### config.mk
export PLATFORM = sky130hd
export DESIGN_NAME = cnn_layer_sequencer
export DESIGN_NICKNAME = d
export VERILOG_FILES = /design/src/rtl/cnn_layer_sequencer.sv
export SDC_FILE = /design/constraint.sdc
export NUM_CORES = 1
export LEC_CHECK = 0
export CAP_MARGIN = 20
export CORE_ASPECT_RATIO = 1.4
export CORE_MARGIN = 3
export CORE_UTILIZATION = 54
export CTS_CLUSTER_SIZE = 12
export DETAILED_ROUTE_END_ITERATION = 7
export PLACE_DENSITY = 0.95
export REMOVE_ABC_BUFFERS = 1
export SLEW_MARGIN = 40
export SYNTH_ARGS = -nofsm -noshare
export SYNTH_HDL_FRONTEND = slang
export SYNTH_SLANG_ARGS = --single-unit
### constraint.sdc
create_clock -name clk -period 7.03 [get_ports clk]
set_clock_uncertainty 0.15 [all_clocks]
set_input_delay 1.0545 -clock clk [delete_from_list [all_inputs] [get_ports clk]]
set_output_delay 1.0545 -clock clk [all_outputs]
set_load 0.005 [all_outputs]
### src/rtl/cnn_layer_sequencer.sv
// Walks the fixed three-layer conv schedule, issuing filter load, bias load and compute per filter.
// Owns per-layer configuration (bases, input size, pool flag, global filter number) for the DMA and engine.
module cnn_layer_sequencer #(
  parameter logic [15:0] IMG_BASE    = 16'd0,
  parameter logic [15:0] BUF_A       = 16'd2048,
  parameter logic [15:0] BUF_B       = 16'd4096,
  parameter logic [15:0] RESULT_BASE = 16'd6144
) (
  input  logic        clk,
  input  logic        reset,
  input  logic        start,
  output logic        finish,
  output logic        busy,
  output logic [1:0]  layer_idx,
  output logic        dma_start,
  output logic [1:0]  dma_op,
  output logic [15:0] dma_filter_number,
  input  logic        dma_finish,
  output logic        eng_start,
  output logic [15:0] eng_in_base,
  output logic [15:0] eng_out_base,
  output logic [5:0]  eng_in_size,
  output logic        eng_pool,
  input  logic        eng_done
);

  typedef enum logic [3:0] {
    S_IDLE, S_LOAD_FILT, S_WAIT_FILT, S_LOAD_BIAS, S_WAIT_BIAS,
    S_RUN, S_WAIT_RUN, S_NEXT, S_DONE
  } state_t;

  state_t      r_state, w_next;
  logic [1:0]  r_layer;
  logic [6:0]  r_f_local;
  logic [7:0]  r_global;
  logic [15:0] r_in_base, r_out_base;
  logic [5:0]  r_in_size;
  logic        r_pool;
  logic [1:0]  r_dma_op;
  logic        w_last_filt;
  logic [15:0] w_stride;

  always_comb begin
    w_last_filt = 1'b0;
    w_stride    = 16'd1;
    case (r_layer)
      2'd0: begin w_last_filt = (r_f_local == 7'd5);   w_stride = 16'd196; end
      2'd1: begin w_last_filt = (r_f_local == 7'd15);  w_stride = 16'd25;  end
      default: begin w_last_filt = (r_f_local == 7'd119); w_stride = 16'd1; end
    endcase
  end

  always_ff @(posedge clk or negedge reset) begin
    if (!reset) r_state <= S_IDLE;
    else        r_state <= w_next;
  end

  always_comb begin
    w_next = r_state;
    case (r_state)
      S_IDLE:      if (start) w_next = S_LOAD_FILT;
      S_LOAD_FILT: w_next = S_WAIT_FILT;
      S_WAIT_FILT: if (dma_finish) w_next = S_LOAD_BIAS;
      S_LOAD_BIAS: w_next = S_WAIT_BIAS;
      S_WAIT_BIAS: if (dma_finish) w_next = S_RUN;
      S_RUN:       w_next = S_WAIT_RUN;
      S_WAIT_RUN:  if (eng_done) w_next = S_NEXT;
      S_NEXT:      w_next = (w_last_filt && r_layer == 2'd2) ? S_DONE : S_LOAD_FILT;
      S_DONE:      w_next = S_IDLE;
      default:     w_next = S_IDLE;
    endcase
  end

  // Counters and config change only at run start and in NEXT, so they hold for a whole filter.
  always_ff @(posedge clk or negedge reset) begin
    if (!reset) begin
      r_layer    <= 2'd0;
      r_f_local  <= 7'd0;
      r_global   <= 8'd0;
      r_in_base  <= IMG_BASE;
      r_out_base <= BUF_A;
      r_in_size  <= 6'd32;
      r_pool     <= 1'b0;
      r_dma_op   <= 2'b00;
    end else begin
      if (w_next == S_LOAD_FILT)      r_dma_op <= 2'b10;
      else if (w_next == S_LOAD_BIAS) r_dma_op <= 2'b11;

      if (r_state == S_IDLE && start) begin
        r_layer    <= 2'd0;
        r_f_local  <= 7'd0;
        r_global   <= 8'd0;
        r_in_base  <= IMG_BASE;
        r_out_base <= BUF_A;
        r_in_size  <= 6'd32;
        r_pool     <= 1'b1;
      end else if (r_state == S_NEXT && !(w_last_filt && r_layer == 2'd2)) begin
        r_global <= r_global + 8'd1;
        if (w_last_filt) begin
          r_layer   <= r_layer + 2'd1;
          r_f_local <= 7'd0;
          if (r_layer == 2'd0) begin
            r_in_base  <= BUF_A;
            r_out_base <= BUF_B;
            r_in_size  <= 6'd14;
            r_pool     <= 1'b1;
          end else begin
            r_in_base  <= BUF_B;
            r_out_base <= RESULT_BASE;
            r_in_size  <= 6'd5;
            r_pool     <= 1'b0;
          end
        end else begin
          r_f_local  <= r_f_local + 7'd1;
          r_out_base <= r_out_base + w_stride;
        end
      end
    end
  end

  assign busy              = (r_state != S_IDLE);
  assign finish            = (r_state == S_DONE);
  assign dma_start         = (r_state == S_LOAD_FILT) || (r_state == S_LOAD_BIAS);
  assign eng_start         = (r_state == S_RUN);
  assign dma_op            = r_dma_op;
  assign dma_filter_number = {8'd0, r_global};
  assign layer_idx         = r_layer;
  assign eng_in_base       = r_in_base;
  assign eng_out_base      = r_out_base;
  assign eng_in_size       = r_in_size;
  assign eng_pool          = r_pool;

endmodule

Word-level counts from Yosys, hierarchy flattened --
Cells that the tools add are included.
Word-level totals: latch bits 0, flip-flop bits (word level) 62, bits in writable memories 0, output and inout bits 63, memories kept 0, ROM bits 0, word-level logic and storage cells 74
Cells by class: add/sub/neg operators 4, reduce and logical (&&, ||, !) cells 12, mux-type cells 34, multipliers 0, shift-type cells 0, eq/ne operators 15, bitwise logic cells 0, $lt $le $gt $ge 0, divide/modulo/power cells 0
Operators with widths (number):
- 16-bit 2-to-1 mux | 6
- 4-bit case mux with 8 select lines | 1
- 4-bit 2-to-1 mux | 6
- 7-bit 2-to-1 mux | 3
- 6-bit 2-to-1 mux | 3
- 16-bit adder | 1
- 4-bit by 3-bit equality test with 1-bit output (second input constant) | 4
- 8-bit 2-to-1 mux | 2
- 8-bit case mux with 2 select lines | 1
- 13-bit 2-to-1 mux | 1
- 4-bit by 2-bit equality test with 1-bit output (second input constant) | 3
- 12-bit 2-to-1 mux | 1
- 2-bit 2-to-1 mux | 5
- 8-bit by 1-bit adder with 8-bit output (second input constant) | 1
- 4-bit by 1-bit equality test with 1-bit output (second input constant) | 2
- 7-bit by 1-bit adder with 7-bit output (second input constant) | 1
- 7-bit by 3-bit equality test with 1-bit output (second input constant) | 1
- 7-bit by 4-bit equality test with 1-bit output (second input constant) | 1
- 7-bit equality test (second input constant) | 1
- 2-bit nonzero test | 3
- 4-bit equality test (second input constant) | 1
- 4-bit zero test | 1
- 1-bit 2-to-1 mux | 4
- 4-bit nonzero test | 1
- other kinds (9) | 11

Longest topological paths before layout --
depth after elaboration 8, mapped depth 10, depth with buffers taken out 10

Worst setup path before layout --
No wires, ideal clock.
path kind register to register, start reg r_layer[0] (netlist: layer_idx[0]), end reg r_out_base[10] (netlist: eng_out_base[10]), setup time 131 ps, cell stages (with the launch flop) 11, data arrival time 2214 ps, slack 4535 ps, clock period less this slack 2495 ps, cell sequence dfrtp_1 > inv_1 > ha_1 > inv_1 > ha_1 > ha_1 > a211oi_1 > o21ai_0 > a41oi_1 > a211oi_1 > mux2i_1
On the way: word-level cells in the longest chain between the ends 6
RTL lines:
- start, declared | line 33 | logic [1:0] r_layer;
- start signal, assigned | line 100 | r_layer <= r_layer + 2'd1;
- 2-bit by 1-bit equality test with 1-bit output or 2-bit zero test (tied branches) | line 46 | case (r_layer)
- 8-bit case mux with 2 select lines or 1-bit case mux with 2 select lines (tied branches) | line 46
- 16-bit adder or 1-bit logical AND (tied branches) | line 115, 97
- 16-bit 2-to-1 mux or 1-bit zero test (tied branches) | line 99, 97
- 16-bit 2-to-1 mux or 1-bit logical AND (tied branches) | line 97 | end else if (r_state == S_NEXT && !(w_last_filt && r_layer == 2'd2)) begin
- 16-bit 2-to-1 mux or 2-bit nonzero test (tied branches)
- end signal, assigned | line 115 | r_out_base <= r_out_base + w_stride;
- end, declared | line 36 | logic [15:0] r_in_base, r_out_base;
Several ways; a longest one is shown, not always the timed one. The select of a mux whose other input is x is not followed. A chain may end at the register's enable or synchronous reset.

Final worst setup path --
Same ends and word-level chain as after synthesis.

==> flow_summary_export.csv <==
group,metric,value,unit
clocking,cts_hold_buffers,0,
synthesis,ys.flop_type,"dfrtp_1",
worst_setup_path,crit_type,"reg -> reg",
global_route,grt_max_degree,45,
detailed_routing,drt-wirelength-per-cell,15.8,um
synthesis,syn_area_per_cell,9.52,sq um
sta,holdWs,0.317,ns
worst_setup_path,reg2reg_setup_slack,4.01,ns
sta,setup_viol,0,
synthesis,syn_area,2750,sq um
power,clkPwrFrac,15.3,%
finish,layout_commonest_cell,"clkdlybuf4s50_1",
floorplan,die_area,6000,sq um
sta,slew-limit-headroom,52.5,%
finish,finish.net_count,342,
synthesis,async_flop_share,100,%
synthesis,yosys_warnings,0,
power,p_switching,446,uW
power,swShare,40.8,%
power,ir_worst_vdd,0.000213,V
synthesis,synthCells,289,
clocking,clk_pin_slew,0.08,ns
sta,finalSetupTns,0,ns
power,p_int,647,uW
detailed_routing,drcViolationCount,0,
global_route,grt_pass1_wl,10.2,mm
floorplan,initial_utilization,56.4,%
power,power_density,341,nW/um^2
detailed_routing,viasPerCell,5.90,
run_status,outcome,"completed",
finish,n_antenna_cell,0,
clocking,clk_latency,0.30,ns
place,hpwl,4.43,mm
power,p_leak,1.48,nW
floorplan,core_area,4880,sq um
finish,mostFrequentLayoutCells,"43 x clkdlybuf4s50_1, 42 x dfrtp_1, 25 x nand2_1, 23 x conb_1, 15 x nor2_1",
worst_hold_path,min_path_type,"reg -> reg",
clocking,root_buffer,"clkbuf_8",
finish,syn2layout_area_growth,16.3,%
synthesis,synth_seq_area_share,40.1,%
synthesis,synth-edff-count,0,
worst_setup_path,cp_max_fo,8,
clocking,tritoncts,"yes",
clocking,ctsResizeCount,0,
worst_setup_path,cp.arrival,3.06,ns
sta,worst_slew_pin_slew,0.712,ns
place,routabilityCongestion,0.875,
worst_setup_path,cp-end-kind,"flop",
sta,slew_violations,0,
clocking,cts_buffers,5,
floorplan,ios,68,
detailed_routing,routed_wl,6.16,mm
finish,drive_above_1_share,5.54,%
clocking,clock_path_buffers,2,
clocking,cts_setup_buffers,0,
power,pwr-share-comb,48.4,%
synthesis,synth.distinct_cells,49,
floorplan,die_y,90.5,um
worst_setup_path,cp-start-kind,"flop",
sta,grt_setup_unrepaired,"no",
global_route,overflow,0,
detailed_routing,ant_nets,0,
run,drv_cap,0,
power,seq_power_share,36.3,%
clocking,cts.sinks,44,
global_route,grt_use_total,21.5,%
place,dpl_worst_slack,3.93,ns
detailed_routing,dr.pass1.iters,4,
detailed_routing,drt_iter0_drc,133,
sta,worst_slack,4.01,ns
sta,max_freq,331,MHz
place,port_buffers,44,
clocking,htree_levels,2,
synthesis,synth_seq_cells,44,
floorplan,fp.dieW,66.3,um
power,power,1.09,mW
detailed_routing,vias,2294,
sta,hold_viol_final,0,
global_route,grt_pass1_vias,2203,
floorplan,rows,30,
worst_setup_path,cp.required,7.06,ns
sta,post-route-min-period,3.02,ns
sta,min_period_over_period,43.0,%
global_route,antenna_found_initial,0,
[area by class of cell]
class / count / area (sq um)
repair buffers: 44 / 438
fillers: 402 / 1680
well taps: 64 / 80.1
clock buffers: 7 / 86.3
multi-input cells: 217 / 1440
flip-flops and latches: 44 / 1100
clock inverters: 1 / 7.51
inverters: 12 / 45.0
[cell families (layout without fill, tap and decap cells)]
group | count (synthesis) | in the layout | synth area share [%]
simple gates | 91 | 91 | 17.2
other cells | 1 | 23 | 0.136
compound gates | 67 | 67 | 17.7
buf+inv | 50 | 64 | 11.0
xor+xnor | 11 | 11 | 3.50
mux | 12 | 12 | 4.50
flops | 44 | 44 | 40.1
fa+ha+maj | 13 | 13 | 5.91
[per-stage QoR]
stage               cells  util (%)  instance area [sq um]
finish                389      65.6                   3200
global placement      381      63.4                   3090
CTS                   389      65.5                   3200
detailed placement    381      63.6                   3100
floorplan             273         -                   2580
global route          389      65.6                   3200
[final timing paths]
check / from / cells after the start / end
setup / recovery: layer_idx[0] / 10 / eng_out_base[10]
hold / removal: eng_in_size[5] / 2 / eng_in_size[5]
setup reg to reg: layer_idx[0] / 10 / eng_out_base[10]
hold reg to reg: eng_in_size[5] / 2 / eng_in_size[5]
max in group asynchronous: reset / 1 / eng_out_base[11]
min in group asynchronous: reset / 1 / r_state[2]
[worst max-delay path: stages, from the launching register on]
cell and delay, ns:
dfrtp_1 0.45, inv_1 0.12, ha_1 0.39, inv_1 0.12, ha_1 0.25, ha_1 0.24
a211oi_1 0.30, o21ai_0 0.18, a41oi_1 0.46, a211oi_1 0.12, mux2i_1 0.15
[synthesized netlist by cell type, types with 6 or more instances]
cell | number | area (sq um)
a21oi_1 | 8 | 40.0
inv_1 | 12 | 45.0
a22o_1 | 10 | 87.6
ha_1 | 13 | 163
xnor2_1 | 8 | 70.1
o21ai_0 | 6 | 30.0
nand3_1 | 15 | 75.1
nor2_1 | 15 | 56.3
o2111ai_1 | 7 | 61.3
nand2_1 | 25 | 93.8
buf_4 | 29 | 218
nand2b_1 | 7 | 43.8
mux2i_1 | 11 | 110
dfrtp_1 | 42 | 1050
and3_1 | 6 | 37.5
[sequential cells by signal (all words and copies together) (netlist names)]
register	flops
eng_in_base	1
dma_op	2
eng_in_size	3
r_global	8
eng_out_base	16
layer_idx	2
eng_pool	1
r_state	4
r_f_local	7
[power by group through the flow]
stage               Combinational [mW]  Clock [mW]  Sequential [mW]
detailed placement               0.528           0            0.400
global placement                 0.504           0            0.396
floorplan                        0.321           0            0.388
CTS                              0.529       0.170            0.395
finish                           0.529       0.167            0.396
global route                     0.584       0.183            0.408
[per-layer routing]
metal	share of wire [%]	global-route usage (%)
met1	39	24.4
met2	54	38.5
met3	5.0	3.74
met4	2.6	8.47
met5	0	0
(Power assumes the default switching activity.)
